<file path="config.mk">
export PLATFORM = sky130hd
export DESIGN_NAME = arb4_rr
export DESIGN_NICKNAME = d
export VERILOG_FILES = /design/src/rtl/arb4_rr.sv
export SDC_FILE = /design/constraint.sdc
export NUM_CORES = 1
export LEC_CHECK = 0
export ABC_CLOCK_PERIOD_IN_PS = 2600
export BUFFER_PORTS_ARGS = -buffer_cell sky130_fd_sc_hd__buf_2
export CAP_MARGIN = 20
export CORE_ASPECT_RATIO = 1.1
export CORE_MARGIN = 1
export CORE_UTILIZATION = 45
export DETAILED_ROUTE_END_ITERATION = 12
export HOLD_SLACK_MARGIN = 0.12
export PLACE_DENSITY_LB_ADDON = 0.25
export SYNTH_ARGS = -nofsm -noshare
export SYNTH_HDL_FRONTEND = slang
export SYNTH_SLANG_ARGS = --single-unit
</file>
<file path="constraint.sdc">
create_clock -name clk -period 2.6 [get_ports clk]
set_input_delay 0.52 -clock clk [delete_from_list [all_inputs] [get_ports clk]]
set_output_delay 0.52 -clock clk [all_outputs]
set_load 0.05 [all_outputs]
</file>
<file path="src/rtl/arb4_rr.sv">
// Four-way round-robin arbiter with a per-owner hold limit; all outputs registered, grant 1 cycle after req.
// No backpressure: req is level-sensitive, ownership persists while req[owner] stays high (bounded by MAX_HOLD when contended).
module arb4_rr #(
    parameter int unsigned MAX_HOLD = 8
) (
    input  logic       clk,
    input  logic       reset_n,
    input  logic [3:0] req,
    output logic [3:0] grant,
    output logic       gnt_valid,
    output logic [1:0] gnt_id,
    output logic [7:0] hold_cnt
);

    typedef enum logic {IDLE = 1'b0, OWNED = 1'b1} state_t;

    localparam logic [7:0] MAX_HOLD_C = 8'(MAX_HOLD);

    state_t     state_q, state_d;
    logic [1:0] last_q, last_d;
    logic [7:0] hold_q, hold_d;
    logic [3:0] grant_q, grant_d;
    logic       vld_q, vld_d;
    logic [1:0] id_q, id_d;
    logic [3:0] others;

    // First set bit in the order base+1, base+2, base+3, base; lower offsets overwrite later ones.
    function automatic logic [1:0] pick(input logic [3:0] r, input logic [1:0] base);
        logic [1:0] idx;
        pick = base;
        for (int k = 4; k >= 1; k--) begin
            idx = base + 2'(k);
            if (r[idx]) pick = idx;
        end
    endfunction

    // While OWNED, last_q is the current owner, so it also serves as the owner index.
    assign others = req & ~(4'b0001 << last_q);

    always_ff @(posedge clk or negedge reset_n) begin
        if (!reset_n) begin
            state_q <= IDLE;
            last_q  <= 2'd3;
            hold_q  <= 8'd0;
            grant_q <= 4'b0000;
            vld_q   <= 1'b0;
            id_q    <= 2'd0;
        end else begin
            state_q <= state_d;
            last_q  <= last_d;
            hold_q  <= hold_d;
            grant_q <= grant_d;
            vld_q   <= vld_d;
            id_q    <= id_d;
        end
    end

    always_comb begin
        state_d = state_q;
        last_d  = last_q;
        hold_d  = hold_q;
        case (state_q)
            IDLE: begin
                if (|req) begin
                    state_d = OWNED;
                    last_d  = pick(req, last_q);
                    hold_d  = 8'd1;
                end
            end
            OWNED: begin
                if (req[last_q]) begin
                    if (hold_q < MAX_HOLD_C) begin
                        hold_d = hold_q + 8'd1;
                    end else begin
                        hold_d = 8'd1;
                        if (|others) last_d = pick(others, last_q);
                    end
                end else if (|others) begin
                    // Released owner is excluded, so a waiting requester always wins the handoff.
                    last_d = pick(others, last_q);
                    hold_d = 8'd1;
                end else begin
                    state_d = IDLE;
                    hold_d  = 8'd0;
                end
            end
        endcase
    end

    always_comb begin
        grant_d = 4'b0000;
        vld_d   = 1'b0;
        id_d    = 2'd0;
        if (state_d == OWNED) begin
            grant_d = 4'b0001 << last_d;
            vld_d   = 1'b1;
            id_d    = last_d;
        end
    end

    assign grant     = grant_q;
    assign gnt_valid = vld_q;
    assign gnt_id    = id_q;
    assign hold_cnt  = hold_q;

endmodule

</file>
* Yosys cells after proc, flatten, opt, wreduce, memory -nomap -nowiden
Index checks and enable logic that the tools add are counted.
** Storage, ports and cells
- Register bits after elaboration :: 18
- Bits of input ports :: 6
- Word-level logic and storage cells :: 60
- Output and inout bits :: 15
** Cells by class
- Shift-type cells :: 2
- Eq/ne operators :: 1
- Bitwise gates (word level) :: 3
- Order comparisons :: 5
- Mux-type cells :: 37
- Reduce and logical (&&, ||, !) cells :: 2
- Add/sub/neg operators :: 4
** Operator list (count)
- $mux 8 :: 3
- $mux 2 :: 11
- $pmux 8 s2 :: 1
- $bmux 1 s2 :: 7
- $lt 2x3->1 const B :: 4
- $mux 1 :: 12
- $add 8x1->8 const B :: 1
- $lt 8x4->1 const B :: 1
- $reduce_or 4->1 :: 2
- $shl 1x2->4 const A :: 2
- $add 2x2->2 const B :: 2
- $and 4x4->4 :: 1
- $mux 4 :: 1
- $not 4->4 :: 1
- $pmux 2 s2 :: 1
- $add 2x1->2 const B :: 1
- $ne 2x2->1 const B :: 1
- $pmux 1 s2 :: 1
- $not 1->1 :: 1

* Longest topological paths before layout
- Depth in word-level cells :: 14
- Mapped depth :: 10
- Gate-level depth less buffers :: 8

* Worst setup path after synthesis
Ideal clock, no wire load.
- Path kind :: register to register
- Start point :: register last_q[0]
- End point :: register grant_q[1] (netlist: grant[1])
- Arrival :: 2390 ps
- Clock period less this slack :: 2484 ps
- Setup slack :: 116 ps
- Stages on the path, launching flop included :: 11
- Library setup time :: 94 ps
- Path buffers :: 3
- Cell sequence :: dfstp_2 > buf_6 > buf_2 > inv_1 > ha_1 > nor2b_1 > a2111oi_1 > a221o_1 > or4_1 > buf_2 > a211oi_1
** Between the ends
- Cells in the longest elaborated chain, start to end :: 14
- Elaborated cells on any way between the ends :: 37
- Classes of those cells :: add/sub (3); shift (2); mux (29); bitwise (2); reduce/logical (1)
** RTL lines
- from (decl) :: RTL line 20 : logic [1:0] last_q, last_d;
- from (signal assigned) :: RTL line 50 : last_q <= last_d;
- branches (longest 13 deep; another with $add 2x2->2)
- $mux 4 (*) :: RTL line 94 : if (state_d == OWNED) begin
- named net grant_d[1] :: RTL line 22 : logic [3:0] grant_q, grant_d;
- to (signal assigned) :: RTL line 52 : grant_q <= grant_d;
- to (decl) :: RTL line 22
Mark *: on every way through the listed nets, which the timed path passes. The select of a mux whose other input is x is not followed.
A chain may end at the register's enable or synchronous reset.

* Final worst setup path
Same ends and word-level chain as after synthesis.

==> flow_summary.yaml <==
timing:
  fmax_mhz: 401
  setup_viol: 0
  setup_tns_ps: 0
  rsz0062_at_grt: "false"
  slew_violations: 0
  finalCritPeriodShare_pct: 96.0
  final_hold_viol_count: 0
  tightest_slew_ps: 532
  holdWs_ps: 130
  relSlewSlack_pct: 64.0
  finClkSkew_ps: 5.17
  min_period_ps: 2500
power_and_ir_drop:
  ir_worst_vdd_uv: 761
  leakagePower_uw: 0.000577
  seqPwrFrac_pct: 27.5
  p_per_area_nw_per_um2: 1300
  pwr-share-comb_pct: 64.0
  power_switching_share_pct: 48.3
  p_int_uw: 833
  clock_power_share_pct: 8.5
  p_sw_uw: 778
yosys:
  synth_fa_ha_area_share_pct: 5.99
  synth_edf_count: 0
  synth_nets: 109
  synthXorXnorAreaFrac_pct: 0
  synth_top_family_by_area: "simple AND/OR/NAND/NOR gates"
  yosys_register_bits: 17
  async_flop_share_pct: 100
  synthSimpleGateAreaFrac_pct: 21.6
  synth-seq-area-share_pct: 41.0
  syn_area_um2: 1040
  ys.flop_type: "dfrtp_1"
  ys_types: 41
  yosys_warnings: 0
  synth_compound_area_share_pct: 15.1
  synthCells: 98
  avgSynthCellArea_um2: 10.7
  synth_mux_area_share_pct: 10.9
critical_path:
  crit_slowest_cell: "dfstp_4"
  timing.setup.critical_path_class: "flop to flop"
  slowest_delay_ps: 670
  arrival_ps: 2680
  r2r-start: "last_q[0]$_DFF_PN1_"
  r2r_slack_ps: 100
  crit_required_ps: 2780
  critPathCaptureType: "flop"
  critPathMaxFanout: 9
  path_cells: "inv_1 > ha_1 > nor2b_1 > a2111oi_4 > a221o_1 > or4_4 > a211oi_1"
  startpoint_type: "flop"
  startpoint: "last_q[0]$_DFF_PN1_"
route:
  wirelength_um: 2130
  vias_per_cell: 5.76
  drt_iter0_drc: 7
  avgRoutedWirePerCell_um: 14.3
  drc: 0
  firstDrtPassIters: 4
  via_count: 858
  detail-route-antenna-nets: 0
clock_network:
  cts_max_level: 1
  clk_latency_ps: 280
  cts_sinks: 17
  hold_buffers: 0
  cts_root_buf: "clkbuf_4"
  cts.path.max_buffers: 2
  path_clk_slew_ps: 100
  cts_tree: "done"
  numCtsBuffers: 3
job:
  cap_violations: 0
final_layout:
  diodes: 0
  post-route-util_pct: 59.1
  synthToLayoutAreaGrowth_pct: 19.0
  multi_input_area_um2: 586
  seq_area_um2: 432
  drive_gt1_share_pct: 33.9
  nets: 133
  n_fill_cell: 192
  fin_cells: 149
  fin_area_um2: 1240
floorplan:
  std_cell_rows: 17
  start_util_pct: 49.6
  die-width_um: 47.9
  core-area_um2: 2110
  dieArea_um2: 2520
  die_h_um: 52.5
  io_pins: 21
global_route:
  grt_pass1_wl_um: 3530
  antenna_found_initial: 0
  grt.overflow.total: 0
  grt_pass1_vias: 809
  track_usage_pct: 19.9
  grt_max_degree: 18
placed_design:
  numPlacedInstances: 143
  gp_congestion: 0.911
  dpl_cell_area_um2: 1170
  portBuffers: 20
  hpwl_um: 1570
worst_hold_path:
  hold_class: "primary input to async pin"
status:
  outcome: "finished clean"
## logic make-up (layout without fill, tap and decap cells)
kind of cell               after synthesis  after routing
adders and majority gates                5              5
and+or+nand+nor                         36             36
muxes                                    7              7
DFF                                     17             17
AOI/OAI and AO/OA                       21             21
buffers and inverters                   12             35
## layer usage
layer / routed length (µm) / track usage (%) / up-vias
li1: - / - / 416
met1: 959 / 26.8 / 423
met2: 1070 / 31.3 / 13
met3: 49 / 1.38 / 6
met4: 47 / 10.2 / 0
met5: 0 / 0 / -
## cell type report
| type | instances | share of cell area (%) |
|---|---|---|
| Timing Repair Buffer | 26 | 11.7 |
| Multi-Input combinational cell | 69 | 47.1 |
| Tap cell | 28 | 2.82 |
| Sequential cell | 17 | 34.7 |
| Clock inverter | 1 | 0.402 |
| Clock buffer | 3 | 1.81 |
| Inverter | 5 | 1.51 |
## sequential cells by signal (all words and copies together) (netlist names)
register / flops
state_q: 1
last_q: 2
gnt_id: 2
hold_cnt: 8
grant: 4
## through the flow
step	total power (µW)	setup slack [ps]
CTS	1570	6.61
floorplan	1200	116
global route	1730	7.76
global placement	1390	-72.6
detailed placement	1420	-109
finish	1610	104
## cells in the final DEF, fill, tap and decap left out, types with 2 or more instances in the layout
cell and instances:
nand4b_1 2, mux4_2 2, nor2_1 8, o21ai_0 4, a211oi_1 2, nand2_1 5, mux2_2 2, o211ai_1 2
and3b_1 2, buf_2 20, clkbuf_4 3, buf_4 6, and4b_1 2, and2_1 5, nor2b_1 4, ha_1 5
mux2i_1 2, inv_1 5, o31ai_1 2, dfrtp_1 15
## timing repair
| action | CTS | global route |
|---|---|---|
| setup endpoints to repair | 2 | 5 |
| pin swaps | 0 | 1 |
| gates resized for setup | 2 | 3 |
| setup buffers | 0 | 2 |
## worst paths after layout
check                      cells after the start                 endpoint
min reg2reg                                    1  hold_cnt[4]$_DFFE_PN0P_
max in group asynchronous                      1      last_q[1]$_DFF_PN1_
max                                            7       grant[1]$_DFF_PN0_
max reg2reg                                    7       grant[1]$_DFF_PN0_
min                                            1  hold_cnt[2]$_DFFE_PN0P_
min in group clk                               1  hold_cnt[4]$_DFFE_PN0P_
## worst max-delay path: cells and delay by family, from the launching register on
kind,cells,cell delay (ps)
DFF,1,670
AOI/OAI and AO/OA,3,780
buffers and inverters,1,70
adders and majority gates,1,210
and+or+nand+nor,2,660
## power groups by stage
stage | Combinational, µW | Sequential, µW | Clock (µW)
2_1_floorplan | 569 | 634 | 0
3_3_place_gp | 927 | 461 | 0
3_5_place_dp | 951 | 465 | 0
4_1_cts | 962 | 465 | 141
5_1_grt | 1120 | 457 | 151
6_report | 1030 | 443 | 137
## synth_stat cells, types with 2 or more instances
cell	number	share of area, %
mux2i_1	2	1.9
nand4b_1	2	1.7
buf_2	2	0.96
nand2_1	5	1.8
clkbuf_2	2	0.96
o211ai_1	2	1.4
and4b_1	2	1.9
and2_1	5	3.0
mux4_2	2	4.3
a211oi_1	2	1.4
nor2b_1	4	2.4
nor2_1	8	2.9
o31ai_1	3	2.2
mux2_2	2	2.2
and3b_1	2	1.7
clkbuf_1	2	0.72
inv_1	5	1.8
dfrtp_1	15	36
ha_1	5	6.0
dfstp_2	2	5.0
o21ai_0	4	1.9
Note: power is estimated with default switching activity, not from simulation.
